$ cat src/rtl/ex_muldiv.sv
// ex_muldiv: multi-cycle RV32M multiply/divide unit in the EX stage.
// Multiplication uses shift-add and division uses restoring steps, both one bit
// per cycle over a shared 64-bit accumulator.
// Optional build macro EX_MULDIV_FAST_MUL_EN: MUL* operations use a
// single-cycle multiplier and finish one cycle after the start is accepted.
module ex_muldiv (
   input  logic        s_clk_i,
   input  logic        s_resetn_i,
   input  logic        s_start_i,
   input  logic [2:0]  s_funct_i,
   input  logic [31:0] s_op1_i,
   input  logic [31:0] s_op2_i,
   input  logic        s_flush_i,
   input  logic        s_hold_i,
   output logic        s_stall_o,
   output logic        s_busy_o,
   output logic        s_done_o,
   output logic [31:0] s_result_o
);

   localparam int unsigned XLEN = 32;
   localparam int unsigned AccW = 2 * XLEN;
   localparam int unsigned CntW = 5;

   typedef enum logic [1:0] {
      IDLE = 2'd0,
      CALC = 2'd1,
      DONE = 2'd2
   } state_e;

   state_e              state_q, state_d;
   logic [CntW-1:0]     cnt_q, cnt_d;
   logic [2:0]          funct_q, funct_d;
   logic [AccW-1:0]     acc_q, acc_d;
   logic [XLEN-1:0]     mcand_q, mcand_d;
   logic                res_neg_q, res_neg_d;
   logic [XLEN-1:0]     result_q, result_d;
   logic                done_q, busy_q;
   logic                stall_c;

   logic                op1_signed_c, op2_signed_c, op1_neg_c, op2_neg_c;
   logic [XLEN-1:0]     op1_mag_c, op2_mag_c;
   logic [XLEN:0]       add_c, sub_c;
   logic [AccW-1:0]     step_c, prod_c;
   logic [XLEN-1:0]     fin_c;

   // Operand signedness and magnitudes from the incoming funct3
   always_comb begin
      op1_signed_c = (s_funct_i == 3'd0) || (s_funct_i == 3'd1) || (s_funct_i == 3'd2) ||
                     (s_funct_i == 3'd4) || (s_funct_i == 3'd6);
      op2_signed_c = (s_funct_i == 3'd0) || (s_funct_i == 3'd1) ||
                     (s_funct_i == 3'd4) || (s_funct_i == 3'd6);
      op1_neg_c    = op1_signed_c && s_op1_i[XLEN-1];
      op2_neg_c    = op2_signed_c && s_op2_i[XLEN-1];
      op1_mag_c    = op1_neg_c ? XLEN'(-s_op1_i) : s_op1_i;
      op2_mag_c    = op2_neg_c ? XLEN'(-s_op2_i) : s_op2_i;
   end

   // One shift-add (multiply) or restoring (divide) step, plus sign-corrected result
   always_comb begin
      add_c = {1'b0, acc_q[AccW-1:XLEN]} + (acc_q[0] ? {1'b0, mcand_q} : {(XLEN+1){1'b0}});
      sub_c = {acc_q[AccW-1:XLEN], acc_q[XLEN-1]} - {1'b0, mcand_q};
      if (!funct_q[2]) begin
         step_c = {add_c, acc_q[XLEN-1:1]};
      end else if (!sub_c[XLEN]) begin
         step_c = {sub_c[XLEN-1:0], acc_q[XLEN-2:0], 1'b1};
      end else begin
         step_c = {acc_q[AccW-2:0], 1'b0};
      end
      prod_c = res_neg_q ? AccW'(-step_c) : step_c;
      case (funct_q)
         3'd0:          fin_c = prod_c[XLEN-1:0];
         3'd1, 3'd2, 3'd3: fin_c = prod_c[AccW-1:XLEN];
         3'd4, 3'd5:    fin_c = prod_c[XLEN-1:0];
         default:       fin_c = res_neg_q ? XLEN'(-step_c[AccW-1:XLEN]) : step_c[AccW-1:XLEN];
      endcase
   end

`ifdef EX_MULDIV_FAST_MUL_EN
   logic [AccW-1:0] fast_a_c, fast_b_c, fast_prod_c;

   // Single-cycle signed multiply on sign/zero-extended operands
   always_comb begin
      fast_a_c    = {{XLEN{op1_signed_c & s_op1_i[XLEN-1]}}, s_op1_i};
      fast_b_c    = {{XLEN{op2_signed_c & s_op2_i[XLEN-1]}}, s_op2_i};
      fast_prod_c = AccW'(fast_a_c * fast_b_c);
   end
`endif

   // Next-state, datapath and stall decode
   always_comb begin
      state_d   = state_q;
      cnt_d     = cnt_q;
      funct_d   = funct_q;
      acc_d     = acc_q;
      mcand_d   = mcand_q;
      res_neg_d = res_neg_q;
      result_d  = result_q;
      stall_c   = 1'b0;
      case (state_q)
         IDLE: begin
            if (s_start_i && !s_flush_i) begin
               stall_c   = 1'b1;
               funct_d   = s_funct_i;
               acc_d     = {{XLEN{1'b0}}, (s_funct_i[2] ? op1_mag_c : op2_mag_c)};
               mcand_d   = s_funct_i[2] ? op2_mag_c : op1_mag_c;
               res_neg_d = (s_funct_i[2] && s_funct_i[1]) ? op1_neg_c : (op1_neg_c ^ op2_neg_c);
               cnt_d     = CntW'(XLEN - 1);
               state_d   = CALC;
               if (s_funct_i[2]) begin
                  if (s_op2_i == '0) begin
                     state_d  = DONE;
                     result_d = s_funct_i[1] ? s_op1_i : {XLEN{1'b1}};
                  end else if (!s_funct_i[0] && (s_op1_i == 32'h8000_0000) &&
                               (s_op2_i == 32'hFFFF_FFFF)) begin
                     state_d  = DONE;
                     result_d = s_funct_i[1] ? 32'h0000_0000 : 32'h8000_0000;
                  end
               end
`ifdef EX_MULDIV_FAST_MUL_EN
               else begin
                  state_d  = DONE;
                  result_d = (s_funct_i == 3'd0) ? fast_prod_c[XLEN-1:0] : fast_prod_c[AccW-1:XLEN];
               end
`endif
            end
         end
         CALC: begin
            stall_c = 1'b1;
            acc_d   = step_c;
            if (cnt_q == '0) begin
               state_d  = DONE;
               result_d = fin_c;
            end else begin
               cnt_d = cnt_q - CntW'(1);
            end
         end
         DONE: begin
            if (!s_hold_i) begin
               state_d = IDLE;
            end
         end
         default: state_d = IDLE;
      endcase
      if (s_flush_i) begin
         state_d  = IDLE;
         result_d = result_q;
      end
   end

   // State, datapath and registered status outputs
   always_ff @(posedge s_clk_i or negedge s_resetn_i) begin
      if (!s_resetn_i) begin
         state_q   <= IDLE;
         cnt_q     <= '0;
         funct_q   <= '0;
         acc_q     <= '0;
         mcand_q   <= '0;
         res_neg_q <= 1'b0;
         result_q  <= '0;
         done_q    <= 1'b0;
         busy_q    <= 1'b0;
      end else begin
         state_q   <= state_d;
         cnt_q     <= cnt_d;
         funct_q   <= funct_d;
         acc_q     <= acc_d;
         mcand_q   <= mcand_d;
         res_neg_q <= res_neg_d;
         result_q  <= result_d;
         done_q    <= (state_d == DONE);
         busy_q    <= (state_d != IDLE);
      end
   end

   assign s_stall_o  = stall_c;
   assign s_busy_o   = busy_q;
   assign s_done_o   = done_q;
   assign s_result_o = result_q;

endmodule

$ cat config.mk
export PLATFORM = sky130hd
export DESIGN_NAME = ex_muldiv
export DESIGN_NICKNAME = d
export VERILOG_FILES = /design/src/rtl/ex_muldiv.sv
export SDC_FILE = /design/constraint.sdc
export NUM_CORES = 1
export LEC_CHECK = 0
export CORE_ASPECT_RATIO = 2
export CORE_MARGIN = 2
export CORE_UTILIZATION = 45
export CTS_CLUSTER_DIAMETER = 40
export DETAILED_ROUTE_END_ITERATION = 10
export GPL_ROUTABILITY_DRIVEN = 0
export SYNTH_ARGS = -nofsm -noshare
export SYNTH_HDL_FRONTEND = slang
export SYNTH_SLANG_ARGS = --single-unit
$ cat constraint.sdc
create_clock -name s_clk_i -period 13.03 [get_ports s_clk_i]
set_input_delay 2.606 -clock s_clk_i [delete_from_list [all_inputs] [get_ports s_clk_i]]
set_output_delay 2.606 -clock s_clk_i [all_outputs]
set_load 0.02 [all_outputs]
### Yosys cells after proc, flatten, opt, wreduce, memory -nomap -nowiden

Index checks and enable logic that the tools add are counted.

* memories kept: 0
* bits in latches: 0
* register bits: 141
* input port bits: 72
* memory bits (writable): 0
* memory bits (read-only): 0

* order comparisons: 0
* $mul: 0
* div/mod/pow operators: 0
* bitwise gates (word level): 2
* shifts and indexed selects: 0
* mux-type cells: 34
* eq/ne operators: 19
* reduce and logical (&&, ||, !) cells: 27
* add/sub/neg operators: 7

Operators by type and width (count)
* $mux W32: 13
* $mux W64: 4
* $pmux W32 S2: 2
* $pmux W64 S2: 1
* $neg A32 Y32: 3
* $eq A32 B32 Y1 const B: 2
* $neg A64 Y64: 1
* $add A32 B32 Y33: 1
* $sub A33 B32 Y33: 1
* $logic_not A32 Y1: 1
* $mux W2: 7
* $eq A3 B3 Y1 const B: 4
* $mux W5: 2
* $pmux W5 S2: 1
* $eq A3 B2 Y1 const B: 3
* $ne A2 B2 Y1 const B: 4
* $eq A3 B1 Y1 const B: 2
* $logic_and A1 B1 Y1: 6
* $logic_not A3 Y1: 2
* $logic_or A1 B1 Y1: 6
* $pmux W2 S3: 1
* $reduce_and A6 Y1: 1
* $reduce_or A3 Y1: 2
* $logic_not A5 Y1: 1
* 13 further kinds: 18

### Depth between registers and ports, before layout

* depth after elaboration: 10
* gate-level depth with buffers: 24

### Least setup slack after synthesis

Ideal clock, no wire load.

* path type: input -> output
* start: input port s_flush_i
* end: output port s_stall_o
* path slack: 6.879 ns
* buffers on the path: 2
* arrival time: 3.545 ns
* stages: 5
* cells stage by stage: nand2b_1 -> a21o_1 -> clkbuf_1 -> clkbuf_1 -> inv_1

* longest elaborated chain between the ends: 4

RTL lines
* start, declared: line 13 `input logic s_flush_i,`
* $logic_not A1 Y1: line 102 `if (s_start_i && !s_flush_i) begin`
* $logic_and A1 B1 Y1: line 102
* $mux W1: line 102
* $pmux W1 S2: line 100 `case (state_q)`
* end, declared: line 15 `output logic s_stall_o,`

No other way between the ends.

### Worst setup path after layout

Ends and elaborated chain as after synthesis.

==> impl_metrics.json <==
{
  "antenna_found_initial": 1,
  "crit_path_start_kind": "primary input",
  "vias": 16330,
  "final_cell_mix": "286 x nand2_1, 215 x o21ai_0, 166 x a21oi_1",
  "p_leak_nw": 7.058,
  "hold_buffers": 0,
  "required_ps": 10420,
  "vias_per_cell": 6.409,
  "cts_made_buffers": 17,
  "ys_async_sr_fraction": 1.000,
  "track_usage": 0.3376,
  "die_area_sq_um": 35420,
  "area_growth_pct": 12.74,
  "pwr_density_cell_nw_per_um2": 188.0,
  "ctsResizeCount": 0,
  "clock_path_buffers": 2,
  "avgSynthCellArea_sq_um": 7.344,
  "cts_num_sinks": 141,
  "finalMaxSlewViolations": 0,
  "postRouteAntennaNets": 0,
  "diodes": 0,
  "timing.hold.ws_ps": 506.7,
  "path_max_fanout": 64,
  "hold_viol_final": 0,
  "endpoint_kind": "output port",
  "rows": 95,
  "clk_pin_slew_ps": 70,
  "nNetsFinal": 2243,
  "cts_tree": "yes",
  "crit_buf_inv": 4,
  "dp_hpwl_um": 46980,
  "fmax_mhz": 136.3,
  "ys_warn_count": 0,
  "period_share": 0.5633,
  "drc": 0,
  "cts_max_level": 4,
  "cts_setup_buffers": 0,
  "finalClockSkew_ps": 12.83,
  "die_h_um": 264.2,
  "timing.setup.tns_ps": 0,
  "worstHoldPathType": "reg -> reg",
  "place.port_buffers": 106,
  "setup_viol": 0,
  "relSlewSlack": 0.2860,
  "yosys.cell_types.count": 92,
  "initial_core_util": 0.4544,
  "synthesis.area_sq_um": 15230,
  "critPathMostFrequentCell": "clkdlybuf4s50_1",
  "fillers": 3418,
  "synth-seq-cells": 141,
  "crit_type": "in -> out",
  "avgRoutedWirePerCell_um": 23.62,
  "die_width_um": 134.1,
  "ios": 107,
  "synth_seq_area_share": 0.2317,
  "tightest_slew_ps": 1071,
  "overflow": 0,
  "crit_chain": "clkdlybuf4s50_1 > nand2b_1 > a21o_2 > buf_4 > inv_1 > clkdlybuf4s50_1",
  "slowest_stage": "buf_4",
  "period_needed_ps": 7339,
  "status": "completed",
  "synth_edf_count": 0,
  "grt_max_degree": 99,
  "first_iter_violations": 1216,
  "cap_violations": 0,
  "final_common_cell": "nand2_1",
  "grt_pass1_wl_um": 91830,
  "drt-total-wl_um": 60200,
  "clockRootBuffer": "clkbuf_16",
  "rsz0062_at_grt": "false",
  "dr.pass1.iters": 5,
  "synth_cells": 2074,
  "ir_drop_mv": 0.09644,
  "synthesis.nets": 2218,
  "synth-main-ff-cell": "dfrtp_1",
  "drive_gt1_frac": 0.05729,
  "insertion_delay_ps": 450,
  "cp.arrival_ps": 4730,
  "cp_top_family": "buffers and inverters",
  "core_sq_um": 33520,
  "grt_pass1_vias": 15900,
  "max_stage_delay_ps": 570
}
[power breakdown]
part           switching [mW]  leakage (nW)  internal, mW
registers               0.150          1.80         0.540
clock network           0.221         0.305         0.303
logic                    1.29          4.95         0.726
[worst register-to-register path, cell delays in order, from the launching register on]
cell	delay, ps
dfrtp_1	370
buf_4	180
inv_1	110
ha_1	170
inv_1	50
fa_1	440
a211oi_2	280
nor3_2	130
o2111ai_1	440
nand3_2	240
a22o_1	450
nor2_2	490
buf_4	350
o221ai_1	400
or2_1	390
or4_4	640
nor4_4	680
a31oi_1	200
xnor2_1	190
o311ai_0	320
[cell families after synthesis]
family | count (synthesis) | share of synthesized area
compound gates | 722 | 0.3089
xor+xnor | 142 | 0.08166
fa+ha+maj | 72 | 0.06013
buf+inv | 201 | 0.05258
flops | 141 | 0.2317
mux | 49 | 0.03286
simple gates | 747 | 0.2322
[worst paths after layout]
kind | slack [ps] | start | to | cells past startpoint
setup / recovery | 5690 | s_flush_i | s_stall_o | 6
min in group asynchronous | 2200 | s_resetn_i | s_result_o[3] | 1
max in group asynchronous | 9380 | s_resetn_i | funct_q[2] | 2
setup reg to reg | 6400 | acc_q[31] | s_result_o[20] | 19
hold reg to reg | 510 | s_result_o[1] | s_result_o[1] | 2
hold / removal | 510 | s_result_o[1] | s_result_o[1] | 2
[through the flow]
step | area [sq um] | std cells | total power, mW | utilization | setup WS [ps]
4_1_cts | 17170 | 2548 | 3.185 | 0.5123 | 5690
5_1_grt | 17170 | 2548 | 3.430 | 0.5123 | 5488
3_3_place_gp | 16550 | 2516 | 2.634 | 0.4939 | 5586
3_5_place_dp | 16550 | 2516 | 2.652 | 0.4939 | 5401
6_report | 17170 | 2548 | 3.229 | 0.5123 | 5691
2_1_floorplan | 15230 | 2074 | 2.045 | - | 6879
[registers in the layout, indices dropped and copies added (netlist names)]
name and flops:
acc_q 64, cnt_q 5, funct_q 3, mcand_q 32, res_neg_q 1, s_busy_o 1, s_done_o 1, s_result_o 32
state_q 2
[per-layer routing]
| metal | global-route usage | wire length (um) | vias up | part of all wire |
|---|---|---|---|---|
| met5 | 0 | 0 | - | 0 |
| met4 | 0.2410 | 4921 | 0 | 0.082 |
| met3 | 0.03051 | 2507 | 213 | 0.042 |
| li1 | - | - | 7707 | - |
| met1 | 0.3744 | 22430 | 7764 | 0.37 |
| met2 | 0.5970 | 30340 | 646 | 0.50 |
[final cells by class]
class | instances | area, sq um | share of cell area
multi-input cells | 1732 | 10930 | 0.6364
flip-flops and latches | 141 | 3533 | 0.2058
repair buffers | 135 | 1277 | 0.07440
clock inverters | 12 | 150.1 | 0.008744
inverters | 72 | 270.3 | 0.01574
well taps | 436 | 545.5 | 0.03177
clock buffers | 20 | 466.7 | 0.02718
[synth_stat cells, types with 9 or more instances]
master	instances	area, sq um
nand2b_1	12	75.07
dfrtp_1	141	3528
o41ai_1	11	96.34
buf_2	16	80.08
nand3_1	39	195.2
o21ai_0	215	1076
a22o_1	13	113.9
nor2_1	164	615.6
o31ai_1	31	232.7
nand4_1	30	187.7
o21a_1	9	67.56
ha_1	70	875.8
o211ai_1	28	210.2
nand2_1	286	1074
a21oi_1	166	830.8
a31oi_1	33	206.5
and2_1	40	250.2
inv_1	72	270.3
clkbuf_1	100	375.4
and3_1	19	118.9
or3_1	25	156.4
o221ai_1	41	359.1
o22ai_1	11	68.82
nor3_1	49	245.2
xor2_1	53	464.2
mux2i_1	41	410.4
a21o_1	33	247.7
xnor2_1	89	779.5
nor4_1	24	150.1
buf_1	9	33.78
a211oi_1	15	112.6
(Power assumes the default switching activity.)
